--- src/rtl/dmem_arbiter.sv ---
// dmem_arbiter
// Round-robin arbiter sharing one single-port 256x8 synchronous data RAM among
// ncores processor cores. Each access runs Idle -> Mem -> Read -> Done, so one
// access completes at most every four cycles.
//
// Ports:
//   clk         system clock, rising edge
//   rst         synchronous active-high reset
//   rden        per-core read request (level)
//   wren        per-core write request (level); wins over rden for the same core
//   Address     per-core 16-bit address, core i at [16i+15:16i], low byte used
//   Din         per-core 16-bit write data, core i at [16i+15:16i], low byte used
//   RAMq        RAM read data, valid the cycle after the RAM samples its address
//   acq         one-hot completion pulse, one cycle wide
//   gnt         one-hot grant, high while the access is in flight
//   Dq          last read result, {8'h00, RAMq}
//   RAMAddress  registered RAM address
//   RAMDin      registered RAM write data
//   RAMwren     registered RAM write enable
module dmem_arbiter #(
    parameter int unsigned ncores = 2
) (
    input  logic                   clk,
    input  logic                   rst,
    input  logic [ncores-1:0]      rden,
    input  logic [ncores-1:0]      wren,
    input  logic [16*ncores-1:0]   Address,
    input  logic [16*ncores-1:0]   Din,
    input  logic [7:0]             RAMq,
    output logic [ncores-1:0]      acq,
    output logic [ncores-1:0]      gnt,
    output logic [15:0]            Dq,
    output logic [7:0]             RAMAddress,
    output logic [7:0]             RAMDin,
    output logic                   RAMwren
);

    localparam int unsigned IdxW = (ncores > 1) ? $clog2(ncores) : 1;

    typedef enum logic [1:0] {StIdle, StMem, StRead, StDone} state_e;

    state_e          state_q;
    logic [IdxW-1:0] last_q;   // core served most recently
    logic [IdxW-1:0] gidx_q;   // core currently granted
    logic            wr_q;     // access in flight is a write

    logic [ncores-1:0] pending;
    logic              any_pending;
    logic [IdxW-1:0]   win_idx;
    logic [ncores-1:0] win_oh;
    logic [7:0]        win_addr;
    logic [7:0]        win_din;
    logic              win_wr;
    int unsigned       cand;
    logic [IdxW-1:0]   cand_idx;

    assign pending = rden | wren;

    // Search from last+1 upward, wrapping; the first pending core wins.
    always_comb begin
        any_pending = 1'b0;
        win_idx     = '0;
        win_oh      = '0;
        win_addr    = 8'h00;
        win_din     = 8'h00;
        win_wr      = 1'b0;
        cand        = 0;
        cand_idx    = '0;
        for (int unsigned i = 1; i <= ncores; i++) begin
            cand     = (32'(last_q) + i) % ncores;
            cand_idx = IdxW'(cand);
            if (!any_pending && pending[cand_idx]) begin
                any_pending      = 1'b1;
                win_idx          = cand_idx;
                win_oh[cand_idx] = 1'b1;
                win_addr         = 8'(Address >> (16 * cand));
                win_din          = 8'(Din >> (16 * cand));
                win_wr           = wren[cand_idx];
            end
        end
    end

    always_ff @(posedge clk) begin
        if (rst) begin
            state_q    <= StIdle;
            last_q     <= IdxW'(ncores - 1);
            gidx_q     <= '0;
            wr_q       <= 1'b0;
            acq        <= '0;
            gnt        <= '0;
            Dq         <= 16'h0000;
            RAMAddress <= 8'h00;
            RAMDin     <= 8'h00;
            RAMwren    <= 1'b0;
        end else begin
            unique case (state_q)
                StIdle: begin
                    // Address, data and direction are captured only here.
                    if (any_pending) begin
                        RAMAddress <= win_addr;
                        RAMDin     <= win_din;
                        RAMwren    <= win_wr;
                        wr_q       <= win_wr;
                        gnt        <= win_oh;
                        gidx_q     <= win_idx;
                        state_q    <= StMem;
                    end
                end
                StMem: begin
                    // RAM samples address/data/enable at the end of this cycle.
                    RAMwren <= 1'b0;
                    state_q <= StRead;
                end
                StRead: begin
                    if (!wr_q) begin
                        Dq <= {8'h00, RAMq};
                    end
                    acq     <= gnt;
                    state_q <= StDone;
                end
                StDone: begin
                    acq     <= '0;
                    gnt     <= '0;
                    last_q  <= gidx_q;
                    state_q <= StIdle;
                end
                default: state_q <= StIdle;
            endcase
        end
    end

endmodule

--- config.mk ---
export PLATFORM = sky130hd
export DESIGN_NAME = dmem_arbiter
export DESIGN_NICKNAME = d
export VERILOG_FILES = /design/src/rtl/dmem_arbiter.sv
export SDC_FILE = /design/constraint.sdc
export NUM_CORES = 1
export LEC_CHECK = 0
export CAP_MARGIN = 5
export CORE_ASPECT_RATIO = 1.5
export CORE_MARGIN = 1.5
export CORE_UTILIZATION = 37
export DETAILED_ROUTE_END_ITERATION = 8
export HOLD_SLACK_MARGIN = 0.05
export PLACE_DENSITY = 0.85
export SLEW_MARGIN = 15
export SYNTH_ARGS = -nofsm -noshare
export SYNTH_HDL_FRONTEND = slang
export SYNTH_SLANG_ARGS = --single-unit
export TNS_END_PERCENT = 30
--- constraint.sdc ---
create_clock -name clk -period 2.6 [get_ports clk]
set_clock_uncertainty 0.2 [all_clocks]
set_input_delay 0.52 -clock clk [delete_from_list [all_inputs] [get_ports clk]]
set_output_delay 0.52 -clock clk [all_outputs]
set_load 0.03 [all_outputs]
# Word level (Yosys, flattened, before mapping)
# Cells that the tools add are included.
# W data, S select, Z words.
[totals]
reg_bits = 34
input_bits = 78
out_inout_bits = 37
[op_classes]
add_sub_neg = 2
magnitude_cmp = 4
eq_ne = 4
shift = 4
muxes = 31
bitwise_logic = 3
reduce_logical = 12
[op_table]
columns = ["op", "n"]
rows = [
  ["$shr A32 B5 Y8", 4],
  ["$mux W8", 4],
  ["$mux W1", 17],
  ["$mux W2", 4],
  ["$pmux W2 S2", 2],
  ["$pmux W2 S4", 1],
  ["$reduce_and A2 Y1", 4],
  ["$reduce_bool A2 Y1", 3],
  ["$eq A2 B2 Y1 const B", 2],
  ["$lt A1 B2 Y1 const B", 2],
  ["$or A2 B2 Y2", 2],
  ["$logic_and A1 B1 Y1", 3],
  ["$add A1 B1 Y1 const B", 2],
  ["$demux W1 S1", 2],
  ["$eq A2 B1 Y1 const B", 1],
  ["$ge A1 B1 Y1 const B", 2],
  ["$logic_not A2 Y1", 1],
  ["$ne A2 B2 Y1 const B", 1],
  ["$pmux W1 S2", 1],
  ["$logic_not A1 Y1", 1],
  ["$not A1 Y1", 1],
]

# Logic depth before layout (Yosys ltp)
# Gate-level depths: netlist (run 1).
[logic_depth]
word_depth = 10
ltp_mapped = 8

# Least setup slack after synthesis (run 1)
# No wires, ideal clock.
[synth_path]
path_kind = "input to register"
from = "in wren[0]"
to = "reg RAMDin[5]"
setup_ps = 132
t_arrival_ps = 1417
t_required_ps = 2268
setup_slack_ps = 851
cell_stages = 6
cell_sequence = "or2_4 o21a_1 buf_6 buf_6 a221oi_1 nor3_1"
[synth_between]
elab_chain_cells = 8
word_cells_on_any_way = 12
cone_classes = "mux: 8; bitwise: 1; reduce/logical: 3"
[synth_lines]
columns = ["item", "line", "source"]
rows = [
  ["start: declaration", "26", "input logic [ncores-1:0] wren,"],
  ["$or A2 B2 Y2 (*)", "57", "assign pending = rden | wren;"],
  ["$mux W1 (implied by the code) (2 in series)", "72", "if (!any_pending && pending[cand_idx]) begin"],
  ["$mux W1", "72", ""],
  ["$logic_not A1 Y1", "72", ""],
  ["$logic_and A1 B1 Y1", "72", ""],
  ["$mux W1", "72", ""],
  ["$reduce_and A2 Y1 (no line)", "-", ""],
  ["end signal: assignment", "101", "RAMDin <= win_din;"],
  ["end: declaration", "34", "output logic [7:0] RAMDin,"],
]
# Every way passes the cells marked *; elsewhere a longest branch is shown, timed or not. The select of a mux whose other input is x is not followed.
# A chain may end at the register's enable or synchronous reset.

# Worst setup path in the final report (run 1)
[layout_path]
from = "in rden[0]"
to = "reg RAMAddress[7]"
[layout_between]
elab_chain_cells = 8
word_cells_on_any_way = 12
cone_classes = "mux: 8; bitwise: 1; reduce/logical: 3"
[layout_lines]
columns = ["item", "line", "source"]
rows = [
  ["start: declaration", "25", "input logic [ncores-1:0] rden,"],
  ["$or A2 B2 Y2 (*)", "57", ""],
  ["$mux W1 (implied by the code) (2 in series)", "72", ""],
  ["$mux W1", "72", ""],
  ["$logic_not A1 Y1", "72", ""],
  ["$logic_and A1 B1 Y1", "72", ""],
  ["$mux W1", "72", ""],
  ["$reduce_and A2 Y1 (no line)", "-", ""],
  ["end signal: assignment", "100", "RAMAddress <= win_addr;"],
  ["end: declaration", "33", "output logic [7:0] RAMAddress,"],
]
# Marked as above.

==> results of run 1 <==
synthesized netlist by cell type, drive strengths merged:
library cell,n
a211o,1
a21oi,6
a221oi,16
a22oi,1
a311o,1
a31oi,1
buf,17
clkbuf,4
conb,1
dfxtp,34
ha,5
inv,4
mux2i,11
nand2,3
nand2b,2
nand3,3
nor2,28
nor2b,3
nor3,18
nor4,1
o21a,1
o21ai,1
o221a,1
o311ai,1
o32ai,1
or2,1
or2b,1
or4,1
final cells by class:
type | count | area, sq um
fill | 365 | 1620
clock buffer | 5 | 68.8
inverter | 4 | 15.0
tap | 45 | 56.3
clock inverter | 2 | 10.0
sequential | 34 | 681
timing repair buffer | 80 | 786
multi-input combinational | 116 | 756
path summary, 6_finish.rpt:
path | from | to | slack, ps | cells after the start
max | rden[0] | RAMAddress[7] | 350 | 5
min | wr_q | wr_q | 260 | 2
max reg2reg | state_q[0] | RAMAddress[7] | 390 | 5
min reg2reg | wr_q | wr_q | 260 | 2
worst min-delay path: cells and delay by family, from the launching register on:
kind               cells  cell delay [ps]
DFF                    1              310
AOI/OAI and AO/OA      1               50
and+or+nand+nor        1               50
power by group:
part           total [W]  switching, W  internal (W)
Combinational    0.00106      0.000596      0.000469
Clock           0.000363      0.000183      0.000179
Sequential      0.000737     0.0000792      0.000658
through the flow:
stage	hold slack [ps]	TNS (ps)	std cells	setup WS, ps
floorplan	236	0	175	851
global placement	248	0	279	32.5
detailed placement	253	-12.3	279	-12.3
CTS	263	0	286	277
global route	293	0	286	119
finish	261	0	286	346
flip-flops by register name, summed over array words and instances, names as in the netlist:
register,count
Dq,8
RAMAddress,8
RAMDin,8
RAMwren,1
acq,2
gidx_q,1
gnt,2
last_q,1
state_q,2
wr_q,1
metal layers:
layer,vias to the layer above,global-route usage (%),wire [um]
met2,62,30.9,1970
met1,651,15.9,1370
li1,732,-,-
met3,4,6.23,281
met5,-,0,0
met4,0,7.38,48
cells by family (layout without fill, tap and decap cells):
logic type,Yosys count,after routing,synth area share (%)
AOI/OAI and AO/OA,31,31,16.3
muxes,11,11,7.02
and+or+nand+nor,61,61,19.0
DFF,34,34,43.4
buffers and inverters,25,91,10.1
other,1,8,0.239
adders and majority gates,5,5,3.99
==> impl_metrics.ini, run 1 <==
[floorplanning]
horizontal_extent_of_the_die_um = 56.2
ioPinCount = 115
num_rows = 28
die_h_um = 82.7
dieArea_sq_um = 4640
core_region_area_sq_um = 3990
initial_utilization_pct = 39.3

[drt]
detail_route.wl_per_cell_um = 12.8
drt.antenna.violating_nets = 0
first_iter_violations = 23
remaining_drc_errors = 0
dr.pass1.iters = 4
mean_number_of_vias_per_cell = 5.07
postRouteWirelength_um = 3670
num_vias = 1449

[sta]
timing.final.crit_period_ps = 2250
timing.slew.headroom_pct = 28.5
hold_viol = 0
fin_crit_sh_pct = 86.7
max_clock_freq_ghz = 0.444
timing_worst_slew_pin_value_ps = 1070
finalMaxSlewViolations = 0
finalSetupViolCount = 0
setup_repair_after_global_routing_missed_its_margin = no

[power]
power.density_nw_per_um2 = 912
power.leakage_nw = 0.897
ir_drop_v = 0.000649
fin_total_pwr_w = 0.00216

[clocking]
numCtsBuffers = 5
clockRootBuffer = sky130_fd_sc_hd__clkbuf_8
clock_insertion_delay_worst_skew_ps = 280
clk_pin_slew_worst_paths_ps = 70
cts.repair_timing.setup_buffer_count = 0
cts_hold_repair.buffers = 0
cts-htree-levels = 2
cts_buffer_depth = 2
numClockSinks = 34
tritoncts_clock_tree = built
cts_repair_resize_count = 0

[synth]
netlist-cell-type-count = 32
synthDominantCellAreaShare_pct = 43.4
syn_warnings = 0
synth_cells = 168
postSynthAreaPerCell_sq_um = 9.33
yosysSeqAreaShare_pct = 43.4
netlist_area_sq_um = 1570
synth_seq_cells = 34
post-synth-top-area-cell = sky130_fd_sc_hd__dfxtp_1
top_cells_by_area_synth = sky130_fd_sc_hd__dfxtp_1 43%, sky130_fd_sc_hd__a221oi_1 8.9%, sky130_fd_sc_hd__mux2i_1 7.0%

[critical_path]
cpPeakStageDelay_ps = 830
path_delay_family = simple AND/OR/NAND/NOR gates
timing.critical_path.cells = clkdlybuf4s50_1, nor4_4, nor2b_1, nor2_1, nor3_1
critical_path_required_ps = 2600
critPathArrivalTime_ps = 2250
worst_setup_path_start_kind = input port
cp_slowest_cell = sky130_fd_sc_hd__nor2b_1
worst_path_class_setup = input port to flop
element_type_at_the_critical_path_end = flop
worstPathBufferInverterCount = 1
path_max_fanout = 16

[cells_and_area]
area_delta_synth_final_pct = 51.3
nets = 324
layout.cells.most_common = sky130_fd_sc_hd__clkdlybuf4s50_1
finish.instance_area_sq_um = 2370
diodes = 0
post-route-util_pct = 59.4
drive_gt1_share_pct = 6.64
layout.cells.most_common_list = 74 x sky130_fd_sc_hd__clkdlybuf4s50_1, 34 x sky130_fd_sc_hd__dfxtp_1, 28 x sky130_fd_sc_hd__nor2_1

[grt]
grt_remaining_overflow = 0
first_pass_grt_wire_length_um = 5890
vias_in_the_first_global_route = 1393
initial_antenna_violation_count = 0
grt_start_max_net_pins = 19
global_route.usage.total_pct = 16.5

[placed_design]
placed_area_sq_um = 2290
portBuffers = 74
globalplace.congestion = 0.768
post-dp-hpwl_um = 2740

[flow_run]
max-cap-violations = 0

[min_path]
timing.hold.worst.class = flop to flop

[run_status]
status = finished, final reports clean
Power figures use the tool's default switching activity.
==> inputs of run 2 (changes only) <==
--- a/config.mk
+++ b/config.mk
@@ -5,6 +5,7 @@
 export SDC_FILE = /design/constraint.sdc
 export NUM_CORES = 1
 export LEC_CHECK = 0
+export ABC_CLOCK_PERIOD_IN_PS = 2600
 export CAP_MARGIN = 5
 export CORE_ASPECT_RATIO = 1.5
 export CORE_MARGIN = 1.5
@@ -12,6 +13,7 @@
 export DETAILED_ROUTE_END_ITERATION = 8
 export HOLD_SLACK_MARGIN = 0.05
 export PLACE_DENSITY = 0.85
+export SKIP_CTS_REPAIR_TIMING = 1
 export SLEW_MARGIN = 15
 export SYNTH_ARGS = -nofsm -noshare
 export SYNTH_HDL_FRONTEND = slang
==> results of run 2 <==
Same layout as run 1: the final DEF is identical, and so are final timing and power.
